File: src/rtl/vga_timing_gen_if.sv
`default_nettype none
// ============================================================================
//  Module   : vga_timing_gen_if
//  Brief    : Raster position / sync bundle shared between the timing
//             generator (master) and the pixel/object controllers (slave).
//  Revision : 1.0 - initial release
// ============================================================================
interface vga_timing_gen_if;
   logic       pix_en;
   logic [9:0] hCount;
   logic [9:0] vCount;
   logic       hSync;
   logic       vSync;
   logic       bright;
   logic       line_tick;
   logic       frame_tick;

   // Timing generator drives the whole bundle
   modport master (
      output pix_en, hCount, vCount, hSync, vSync, bright, line_tick, frame_tick
   );

   // Consumers only observe it
   modport slave (
      input  pix_en, hCount, vCount, hSync, vSync, bright, line_tick, frame_tick
   );
endinterface
`default_nettype wire

File: src/rtl/vga_timing_gen.sv
`default_nettype none
// ============================================================================
//  Module   : vga_timing_gen
//  Brief    : Pixel-rate divider plus horizontal/vertical raster counters with
//             sync, active-region and line/frame strobe decode (640x480@60 by
//             default).
//  Revision : 1.0 - initial release
// ============================================================================
module vga_timing_gen #(
   parameter int DIV      = 4,     // clk cycles per pixel, 1..16
   parameter int H_SYNC   = 96,    // hSync width in pixels
   parameter int H_BP     = 48,    // horizontal back porch
   parameter int H_ACT    = 640,   // active pixels per line
   parameter int H_TOTAL  = 800,   // pixels per line (<= 1024)
   parameter int V_SYNC   = 2,     // vSync width in lines
   parameter int V_BP     = 33,    // vertical back porch
   parameter int V_ACT    = 480,   // active lines
   parameter int V_TOTAL  = 525,   // lines per frame (<= 1024)
   parameter bit SYNC_POL = 1'b0   // asserted sync level
) (
   input  wire logic          clk,
   input  wire logic          rst_n,
   vga_timing_gen_if.master   vga
);

   // Divider width: at least one bit so DIV=1 still has a legal (constant) counter
   localparam int C_DIV_W = (DIV > 1) ? $clog2(DIV) : 1;

   localparam logic [C_DIV_W-1:0] c_div_last  = C_DIV_W'(DIV - 1);
   localparam logic [9:0]         c_h_last    = 10'(H_TOTAL - 1);
   localparam logic [9:0]         c_v_last    = 10'(V_TOTAL - 1);
   localparam logic [9:0]         c_h_sync_w  = 10'(H_SYNC);
   localparam logic [9:0]         c_v_sync_w  = 10'(V_SYNC);
   localparam logic [9:0]         c_h_act_lo  = 10'(H_SYNC + H_BP);
   localparam logic [9:0]         c_h_act_hi  = 10'(H_SYNC + H_BP + H_ACT - 1);
   localparam logic [9:0]         c_v_act_lo  = 10'(V_SYNC + V_BP);
   localparam logic [9:0]         c_v_act_hi  = 10'(V_SYNC + V_BP + V_ACT - 1);

   logic [C_DIV_W-1:0] div_cnt_q, div_cnt_d;
   logic [9:0]         h_cnt_q,   h_cnt_d;
   logic [9:0]         v_cnt_q,   v_cnt_d;

   logic w_pix_en;
   logic w_h_last;
   logic w_v_last;
   logic w_hsync;
   logic w_vsync;
   logic w_bright;
   logic w_line_tick;
   logic w_frame_tick;

   // Pixel strobe: last phase of the divider, forced low while reset is held
   // (with DIV=1 the divider sits at its last phase permanently)
   always_comb begin
      w_pix_en = 1'b0;
      if (div_cnt_q == c_div_last) begin
         w_pix_en = rst_n;
      end
   end

   // Divider next state: count 0..DIV-1 and wrap
   always_comb begin
      div_cnt_d = div_cnt_q + C_DIV_W'(1);
      if (div_cnt_q == c_div_last) begin
         div_cnt_d = '0;
      end
   end

   // Raster next state: advance one pixel per strobe, wrap line then frame
   always_comb begin
      w_h_last = (h_cnt_q == c_h_last);
      w_v_last = (v_cnt_q == c_v_last);
      h_cnt_d  = h_cnt_q;
      v_cnt_d  = v_cnt_q;
      if (w_pix_en) begin
         if (w_h_last) begin
            h_cnt_d = '0;
            if (w_v_last) begin
               v_cnt_d = '0;
            end else begin
               v_cnt_d = v_cnt_q + 10'd1;
            end
         end else begin
            h_cnt_d = h_cnt_q + 10'd1;
         end
      end
   end

   // State registers; reset drops everything to the top-left corner at once
   always_ff @(posedge clk or negedge rst_n) begin
      if (!rst_n) begin
         div_cnt_q <= '0;
         h_cnt_q   <= '0;
         v_cnt_q   <= '0;
      end else begin
         div_cnt_q <= div_cnt_d;
         h_cnt_q   <= h_cnt_d;
         v_cnt_q   <= v_cnt_d;
      end
   end

   // Decode sync, active region and strobes straight from the registered counts
   always_comb begin
      w_hsync      = ~SYNC_POL;
      w_vsync      = ~SYNC_POL;
      w_bright     = 1'b0;
      w_line_tick  = 1'b0;
      w_frame_tick = 1'b0;
      if (h_cnt_q < c_h_sync_w) begin
         w_hsync = SYNC_POL;
      end
      if (v_cnt_q < c_v_sync_w) begin
         w_vsync = SYNC_POL;
      end
      if ((h_cnt_q >= c_h_act_lo) && (h_cnt_q <= c_h_act_hi) &&
          (v_cnt_q >= c_v_act_lo) && (v_cnt_q <= c_v_act_hi)) begin
         w_bright = 1'b1;
      end
      if (w_pix_en && w_h_last) begin
         w_line_tick  = 1'b1;
         w_frame_tick = w_v_last;
      end
   end

   assign vga.pix_en     = w_pix_en;
   assign vga.hCount     = h_cnt_q;
   assign vga.vCount     = v_cnt_q;
   assign vga.hSync      = w_hsync;
   assign vga.vSync      = w_vsync;
   assign vga.bright     = w_bright;
   assign vga.line_tick  = w_line_tick;
   assign vga.frame_tick = w_frame_tick;

endmodule
`default_nettype wire

File: src/flat_wrapper.sv
// flat-port wrapper written by rule: the top's interface ports become plain ports
module vga_timing_gen_flat 
#(
   parameter int DIV      = 4,                                   
   parameter int H_SYNC   = 96,                            
   parameter int H_BP     = 48,                            
   parameter int H_ACT    = 640,                            
   parameter int H_TOTAL  = 800,                               
   parameter int V_SYNC   = 2,                            
   parameter int V_BP     = 33,                          
   parameter int V_ACT    = 480,                  
   parameter int V_TOTAL  = 525,                               
   parameter bit SYNC_POL = 1'b0                         
)
  (clk, rst_n, vga_pix_en, vga_hCount, vga_vCount, vga_hSync, vga_vSync, vga_bright, vga_line_tick, vga_frame_tick);
  vga_timing_gen_if vga_i ();
  input  wire logic clk;
  input  wire logic rst_n;
  output wire logic [$bits(vga_i.pix_en)-1:0] vga_pix_en;
  output wire logic [$bits(vga_i.hCount)-1:0] vga_hCount;
  output wire logic [$bits(vga_i.vCount)-1:0] vga_vCount;
  output wire logic [$bits(vga_i.hSync)-1:0] vga_hSync;
  output wire logic [$bits(vga_i.vSync)-1:0] vga_vSync;
  output wire logic [$bits(vga_i.bright)-1:0] vga_bright;
  output wire logic [$bits(vga_i.line_tick)-1:0] vga_line_tick;
  output wire logic [$bits(vga_i.frame_tick)-1:0] vga_frame_tick;
  assign vga_pix_en = vga_i.pix_en;
  assign vga_hCount = vga_i.hCount;
  assign vga_vCount = vga_i.vCount;
  assign vga_hSync = vga_i.hSync;
  assign vga_vSync = vga_i.vSync;
  assign vga_bright = vga_i.bright;
  assign vga_line_tick = vga_i.line_tick;
  assign vga_frame_tick = vga_i.frame_tick;
  vga_timing_gen #(.DIV(DIV), .H_SYNC(H_SYNC), .H_BP(H_BP), .H_ACT(H_ACT), .H_TOTAL(H_TOTAL), .V_SYNC(V_SYNC), .V_BP(V_BP), .V_ACT(V_ACT), .V_TOTAL(V_TOTAL), .SYNC_POL(SYNC_POL)) u_core (.clk(clk), .rst_n(rst_n), .vga(vga_i));
endmodule
File: config.mk
export PLATFORM = sky130hd
export DESIGN_NAME = vga_timing_gen_flat
export DESIGN_NICKNAME = d
export VERILOG_FILES = /design/src/rtl/vga_timing_gen_if.sv /design/src/rtl/vga_timing_gen.sv /design/src/flat_wrapper.sv
export SDC_FILE = /design/constraint.sdc
export NUM_CORES = 1
export LEC_CHECK = 0
export ABC_AREA = 1
export BUFFER_PORTS_ARGS = -buffer_cell sky130_fd_sc_hd__buf_2
export CORE_AREA = 2 2 52 54
export CTS_CLUSTER_SIZE = 8
export DETAILED_ROUTE_END_ITERATION = 8
export DIE_AREA = 0 0 54 56
export PLACE_DENSITY_LB_ADDON = 0.1
export SLEW_MARGIN = 20
export SYNTH_ARGS = -nofsm -noshare
export SYNTH_HDL_FRONTEND = slang
export SYNTH_SLANG_ARGS = --single-unit
File: constraint.sdc
create_clock -name clk -period 3.3 [get_ports clk]
set_clock_uncertainty 0.15 [all_clocks]
set_input_delay 0.165 -clock clk [delete_from_list [all_inputs] [get_ports clk]]
set_output_delay 0.165 -clock clk [all_outputs]
set_load 0.03 [all_outputs]
==> flow_summary.toml, run 1 <==
[status]
status = "finished clean"

[route]
first_pass_iters = 4
vias = 1197
drt.antenna.violating_nets = 0
routedWlPerCell_um = 11.89
drc = 0
post_drt_via_cell_ratio = 5.137
drt-initial-drc-count = 38
drt_wl_total_um = 2770

[clocking]
clk_path_buf_depth = 2
clock-sinks = 22
numCtsBuffers = 3
cts.htree.levels = 1
post_cts_buffers = 0
cts_tree = "yes"
clkLatencyLatePin_ns = 0.31
clk_pin_slew_ns = 0.12
cts-root-buf = "clkbuf_4"

[global_route]
grt.busiest_layer = "met1"
gr-usage-met1 = 0.3034
use_met2 = 0.2857
grtUsageTotal = 0.1990
grt_pass1_wl_um = 4616
overflow = 0
antenna_found_initial = 0
grt_max_degree = 24
use_met3 = 0.02419
grt_pass1_vias = 1038

[worst_setup_path]
criticalPathCategory = "primary input to output port"
critPathRequiredTime_ns = 2.98
path_delay_family = "buffers and inverters"
start_kind = "primary input"
cp_num_buf_inv = 4
cp_max_fo = 23
crit_path_end_kind = "output port"
slowest_delay_ns = 0.52
slowest_stage = "dlygate4sd3_1"
crit_top_cell = "buf_2"
crit_chain = "dlygate4sd3_1 -> buf_2 -> nand2_4 -> nor2_4 -> nand3_4 -> inv_4 -> buf_2"
worst_ep_arrival_time_ns = 1.97

[logic_synthesis]
synth_area_leaders = "dfrtp_1, nand2_1, nand3_1"
ys_seq_area_frac = 0.3993
syn_area_sq_mm = 0.001379
synth_cells = 173
ys.warnings.count = 0
synth_top_area_cell = "dfrtp_1"
ys_ff_latch = 22
ys_types = 27
syn_avg_cell_area_sq_um = 7.970
yosys.area.top_type_share = 0.3993
synth_nets = 181

[layout]
final-seq-area_sq_um = 550.5
utilization = 0.6481
drive_gt1_frac = 0.2414
multiInputGateArea_sq_um = 735.7
areaGrowthSynthToFinish_pct = 14.34
diodes = 0
final_cell_mix = "nand2_1, buf_2, dfrtp_1"
fill_cells = 220
final_common_cell = "nand2_1"
layout.nets = 213

[pwr]
p_leak_nw = 0.8388
comb_power_share = 0.219
sw_frac_of_total = 0.3546
powerDensity_mw_per_mm2 = 365.0
power.switching_mw = 0.2040
irDropWorstVdd_mv = 0.3715
clkPwrFrac = 0.216
p_total_mw = 0.5754
power_frac_seq = 0.565
internal_power_mw = 0.3714

[floorplanning]
core-area_sq_mm = 0.002432
initial_core_util = 0.5669
die-area_sq_mm = 0.003024
dieHeight_um = 56
placement_rows = 18
die_x_um = 54
pin_count = 28

[sta]
fin_crit_ns = 2.288
worst_slew_pin_slew_ns = 0.5364
final_hold_viol_count = 0
max-slew-margin-rel = 0.6424
fmaxAchievable_mhz = 437.0
slew_viol_final = 0
rsz0062_at_grt = "false"
holdWs_ns = 0.2036
setup_violations = 0
period_share = 0.6934
setup_tns_ns = 0

[place]
hpwlAfterDp_um = 2161
place_congestion = 0.8521
io_buffers = 27

[hold_path]
min_path_type = "primary input to asynchronous set/reset pin"

[job]
cap_viol_max_count = 0
-- cell usage after synthesis --
cell type,n
nand2_1,42
dfrtp_1,22
nor2_1,19
inv_1,18
nand3_1,17
xor2_1,8
ha_1,6
nor3_1,6
o21ai_0,6
a21oi_1,3
nand2_2,3
nor2_4,3
inv_2,2
nand3_4,2
nand4_1,2
nor3_2,2
or2_2,2
buf_4,1
clkinv_1,1
inv_4,1
nand2_4,1
nand3_2,1
nor2_2,1
nor2_8,1
o211ai_1,1
o21ai_1,1
xnor2_1,1
-- repair_timing --
action                                 4_1_cts  5_1_grt
endpoints found under the hold margin       22        0
hold buffers                                 1        0
gates resized for setup                      0        0
-- metrics by stage --
stage	cell area, sq um	std cells	setup WS, ns
after detailed placement	1544	229	1.499
after global placement	1544	229	1.553
final	1577	233	1.012
after floorplan	1379	173	1.395
after CTS	1577	233	0.9510
after global routing	1577	233	0.8471
-- path summary, 6_finish.rpt --
check | from | end | cells past startpoint | slack [ns]
worst max-delay path | rst_n | vga_line_tick | 7 | 1.01
min in group clk | u_core.div_cnt_q[0] | u_core.div_cnt_q[0] | 1 | 0.28
max in group asynchronous | rst_n | u_core.div_cnt_q[1] | 2 | 2.44
worst min-delay path | rst_n | u_core.vga.vCount[7] | 2 | 0.20
worst max register to register | u_core.div_cnt_q[0] | u_core.vga.vCount[6] | 7 | 1.68
worst min register to register | u_core.div_cnt_q[0] | u_core.div_cnt_q[0] | 1 | 0.28
-- sequential cells by signal, summed over array words and instances (netlist names) --
| signal | count |
|---|---|
| u_core.div_cnt_q | 2 |
| u_core.vga.hCount | 10 |
| u_core.vga.vCount | 10 |
-- cells by family (layout without fill, tap and decap cells) --
kind of cell               count (synthesis)  in the layout  synth area share
and+or+nand+nor                          102            102            0.3802
buffers and inverters                     23             53           0.06715
DFF                                       22             22            0.3993
AOI/OAI and AO/OA                         11             11           0.04174
xor gates and xnor gates                   9              9           0.05717
adders and majority gates                  6              6           0.05445
-- power groups by stage --
stage	clock network (mW)	logic [mW]	registers (mW)
after CTS	0.126	0.128	0.325
final	0.124	0.126	0.325
after global routing	0.138	0.139	0.330
after global placement	0	0.124	0.330
after floorplan	0	0.0505	0.367
after detailed placement	0	0.127	0.330
-- metal layers --
metal	vias up	wire (um)
li1	610	-
met1	556	1393
met2	27	1257
met3	4	92
met4	0	27
met5	-	0
-- final cells by class --
cell class / instances / area share
multi-input combinational: 128 / 0.4667
tap: 30 / 0.02381
inverter: 22 / 0.05397
sequential: 22 / 0.3492
clock buffer: 3 / 0.01429
timing repair buffer: 28 / 0.09206
Power figures use the tool's default switching activity.
==> run 2: changes to the inputs <==
- CORE_AREA: 2 2 52 54 -> 2 2 54 56
- DIE_AREA: 0 0 54 56 -> 0 0 56 58
- clock period: 3.3 -> 2.4 ns (I/O delays scaled with it)
==> flow_summary.toml, run 2 (synthesis results as in run 1) <==
[place]
place_congestion = 0.8860
dp_cells = 231
io_buffers = 27
dp_slack_ns = 0.7064
hpwlAfterDp_um = 2294

[clocking]
clkLatencyLatePin_ns = 0.32
cts_resized = 0
numCtsBuffers = 3
cts.htree.levels = 1
cts_tree = "yes"
clk_pin_slew_ns = 0.12
clk_path_buf_depth = 2
cts-root-buf = "clkbuf_4"
clock-sinks = 22

[pwr]
sw_frac_of_total = 0.3450
power_frac_seq = 0.539
clkPwrFrac = 0.254
p_total_mw = 0.8325
comb_power_share = 0.207
irDropWorstVdd_mv = 0.5215
powerDensity_mw_per_mm2 = 520.7
p_leak_nw = 0.8508
internal_power_mw = 0.5453
power.switching_mw = 0.2872

[sta]
worst_slew_pin_slew_ns = 0.2953
fin_crit_ns = 2.084
setup_tns_ns = 0
setup_violations = 0
slew_viol_final = 0
period_share = 0.8682
fin_ws_ns = 0.3163
final_hold_viol_count = 0
holdWs_ns = 0.1940
rsz0062_at_grt = "false"
fmaxAchievable_mhz = 479.9
max-slew-margin-rel = 0.8032

[worst_setup_path]
crit_chain = "inv_1 -> ha_1 -> nand3_1 -> nor2_1 -> nand2_1 -> nor2_1 -> buf_2"
criticalPathCategory = "flop to output port"
cp_num_buf_inv = 2
crit_path_end_kind = "output port"
path_delay_family = "simple AND/OR/NAND/NOR gates"
cp_max_fo = 6
start_kind = "flop"
crit_top_cell = "nor2_1"
slowest_stage = "dfrtp_1"
worst_ep_arrival_time_ns = 1.81
critPathRequiredTime_ns = 2.13
slowest_delay_ns = 0.45

[layout]
final_cell_mix = "nand2_1, buf_2, dfrtp_1"
layout.nets = 214
final_common_cell = "nand2_1"
drive_gt1_frac = 0.2488
fin_cells = 236
areaGrowthSynthToFinish_pct = 15.97
diodes = 0

[global_route]
grt.busiest_layer = "met2"
grt_max_degree = 23
overflow = 0
gr-usage-met1 = 0.2785
use_met3 = 0.02679
antenna_found_initial = 0
use_met2 = 0.2975
grtUsageTotal = 0.1964
grt_pass1_vias = 1070
grt_pass1_wl_um = 4940

[route]
first_pass_iters = 4
drt.antenna.violating_nets = 0
routedWlPerCell_um = 12.59
drc = 0
vias = 1210
drt_wl_total_um = 2971
post_drt_via_cell_ratio = 5.127
drt-initial-drc-count = 45

[floorplanning]
placement_rows = 19
die_x_um = 56
initial_core_util = 0.5179
dieHeight_um = 58
die-area_sq_mm = 0.003248
core-area_sq_mm = 0.002663
pin_count = 28

[status]
status = "finished clean"

[hold_path]
min_path_type = "primary input to asynchronous set/reset pin"

[job]
cap_viol_max_count = 0
[run 2: cell types whose count changed in the layout (fill, tap and decap cells not counted), sizes merged]
cell | previous run | this run
buf | 27 | 28
clkbuf | 3 | 4
[run 2: worst paths after layout]
| kind | start | endpoint | slack (ns) | depth (start not counted) |
|---|---|---|---|---|
| min | rst_n | u_core.vga.hCount[6] | 0.19 | 3 |
| max reg2reg | u_core.div_cnt_q[0] | u_core.vga.vCount[7] | 0.78 | 7 |
| max in group asynchronous | rst_n | u_core.vga.hCount[7] | 1.68 | 3 |
| max | u_core.vga.vCount[0] | vga_frame_tick | 0.32 | 7 |
| min in group clk | u_core.div_cnt_q[0] | u_core.div_cnt_q[0] | 0.31 | 1 |
| min reg2reg | u_core.div_cnt_q[0] | u_core.div_cnt_q[0] | 0.31 | 1 |
[run 2: through the flow]
stage	utilization	cell area (sq um)
global placement	0.5832	1553
global route	0.6006	1599
finish	0.6006	1599
detailed placement	0.5832	1553
CTS	0.6006	1599
floorplan	-	1379
[run 2: what timing repair did]
action / 4_1_cts / 5_1_grt
buffers inserted: 0 / 0
hold buffers: 1 / 0
hold endpoints to repair: 22 / 0
[run 2: final cells by class]
class | count | area, sq um
tap | 31 | 38.79
multi-input combinational | 128 | 735.7
clock buffer | 4 | 36.28
inverter | 22 | 85.08
timing repair buffer | 29 | 152.6
fill | 250 | 1064
sequential | 22 | 550.5
[run 2: layer usage]
layer | part of all wire | vias up | wire length, um
met5 | 0 | - | 0
met4 | 0.022 | 0 | 65
met3 | 0.031 | 7 | 92
met2 | 0.47 | 27 | 1400
met1 | 0.48 | 556 | 1413
li1 | - | 620 | -
[run 2: worst reg2reg max path: stages, from the launching register on]
cell     delay (ns)
dfrtp_1        0.39
ha_1           0.22
nand2_4        0.12
nor2_4         0.20
nand3_4        0.13
inv_4          0.12
nand2_2        0.06
xor2_1         0.14
[run 2: power by group through the flow]
stage | registers, mW | clock network, mW | logic (mW)
after floorplan | 0.505 | 0 | 0.0695
after global placement | 0.456 | 0 | 0.172
after detailed placement | 0.457 | 0 | 0.172
after CTS | 0.450 | 0.217 | 0.174
after global routing | 0.457 | 0.228 | 0.187
final | 0.449 | 0.212 | 0.172
==> run 3: changes to the inputs <==
- SLEW_MARGIN: 20 -> unset
- clock period: 2.4 -> 2.15 ns (I/O delays scaled with it)
==> flow_summary.toml, run 3 (synthesis results as in run 1) <==
[status]
status = "finished clean"

[place]
dp_slack_ns = 0.4625
hpwlAfterDp_um = 2265
io_buffers = 27
place_congestion = 0.8658

[sta]
fin_crit_ns = 2.022
holdWs_ns = 0.1866
period_share = 0.9407
fmaxAchievable_mhz = 494.5
slew_viol_final = 0
final_hold_viol_count = 0
rsz0062_at_grt = "false"
setup_violations = 0
worst_slew_pin_slew_ns = 0.3101
setup_tns_ns = 0
fin_ws_ns = 0.1276
max-slew-margin-rel = 0.7933

[layout]
drive_gt1_frac = 0.2585
layout.nets = 214
final_cell_mix = "nand2_1, buf_2, dfrtp_1"
final_common_cell = "nand2_1"
diodes = 0
areaGrowthSynthToFinish_pct = 16.06
fill_cells = 246

[floorplanning]
placement_rows = 19
pin_count = 28
initial_core_util = 0.5179
die-area_sq_mm = 0.003248
dieHeight_um = 58
core-area_sq_mm = 0.002663
die_x_um = 56

[clocking]
clk_pin_slew_ns = 0.13
cts.htree.levels = 1
clock-sinks = 22
clk_path_buf_depth = 2
numCtsBuffers = 3
cts-root-buf = "clkbuf_4"
cts_tree = "yes"
clkLatencyLatePin_ns = 0.31
post_cts_buffers = 0

[worst_setup_path]
r2r_slack_ns = 0.53
r2r_end = "u_core.vga.vCount[7]"
crit_path_end_kind = "output port"
r2r-start = "u_core.vga.hCount[0]"
crit_chain = "or2_2 -> nor3_2 -> nand2_1 -> a21oi_1 -> buf_2"
worst_ep_arrival_time_ns = 1.76
r2r_cells = 7
start_kind = "flop"
critPathRequiredTime_ns = 1.89
slowest_stage = "dfrtp_1"
cp_max_fo = 6
slowest_delay_ns = 0.46
criticalPathCategory = "flop to output port"

[pwr]
p_leak_nw = 0.8480
p_total_mw = 0.9289
irDropWorstVdd_mv = 0.4298
powerDensity_mw_per_mm2 = 580.5

[global_route]
grtUsageTotal = 0.1969
overflow = 0
antenna_found_initial = 0
grt_pass1_vias = 1124
grt_max_degree = 23
grt_pass1_wl_um = 5085

[route]
post_drt_via_cell_ratio = 5.051
first_pass_iters = 4
drc = 0
routedWlPerCell_um = 12.46
vias = 1192
drt.antenna.violating_nets = 0
drt-initial-drc-count = 31
drt_wl_total_um = 2941

[job]
cap_viol_max_count = 0

[hold_path]
min_path_type = "primary input to asynchronous set/reset pin"
## run 3: cell counts in the layout (fill, tap and decap cells not counted)
Identical to the previous run, type by type.
## run 3: timing repair
action,4_1_cts,5_1_grt
hold buffers,1,0
resized for setup,0,2
setup endpoints to repair,0,1
endpoints found under the hold margin,22,0
## run 3: worst max path at each step
| stage | start | to | slack (ns) | cells past startpoint |
|---|---|---|---|---|
| after CTS | u_core.vga.vCount[0] | vga_frame_tick | 0.10 | 7 |
| after global placement | u_core.vga.vCount[0] | vga_frame_tick | 0.48 | 7 |
| after global routing | u_core.vga.vCount[1] | vga_frame_tick | 0.001 | 7 |
| final | u_core.vga.vCount[5] | vga_bright | 0.13 | 5 |
| after floorplan | u_core.vga.vCount[5] | vga_bright | 0.30 | 4 |
| after detailed placement | u_core.vga.vCount[0] | vga_frame_tick | 0.46 | 7 |
## run 3: metrics by stage
step           std cells  utilization  area [sq um]
6_report             236       0.6010          1600
5_1_grt              236       0.6010          1600
4_1_cts              236       0.6006          1599
3_5_place_dp         231       0.5832          1553
3_3_place_gp         231       0.5832          1553
2_1_floorplan        173            -          1379
## run 3: final cells by class
class / instances / area [sq um] / area share
Clock buffer: 4 / 36.28 / 0.02267
Inverter: 22 / 85.08 / 0.05317
Multi-Input combinational cell: 128 / 735.7 / 0.4597
Sequential cell: 22 / 551.8 / 0.3448
Tap cell: 31 / 38.79 / 0.02424
Timing Repair Buffer: 29 / 152.6 / 0.09539
## run 3: routing by layer
metal	routed length [um]	vias up	GRT usage
met4	36	0	0.08163
met2	1358	32	0.3143
met5	0	-	0
met3	120	6	0.02455
li1	-	611	-
met1	1426	543	0.2740
## run 3: critical path: cells and delay by family (launching register included)
| kind | cells | cell delay [ns] |
|---|---|---|
| DFF | 1 | 0.46 |
| AOI/OAI and AO/OA | 1 | 0.17 |
| and+or+nand+nor | 3 | 0.60 |
| buffers and inverters | 1 | 0.23 |
## run 3: report_power, final
part / total, mW / internal, mW / switching [mW]
Clock: 0.234 / 0.103 / 0.131
Combinational: 0.196 / 0.0574 / 0.138
Sequential: 0.499 / 0.448 / 0.0512
Total: 0.929 / 0.609 / 0.320
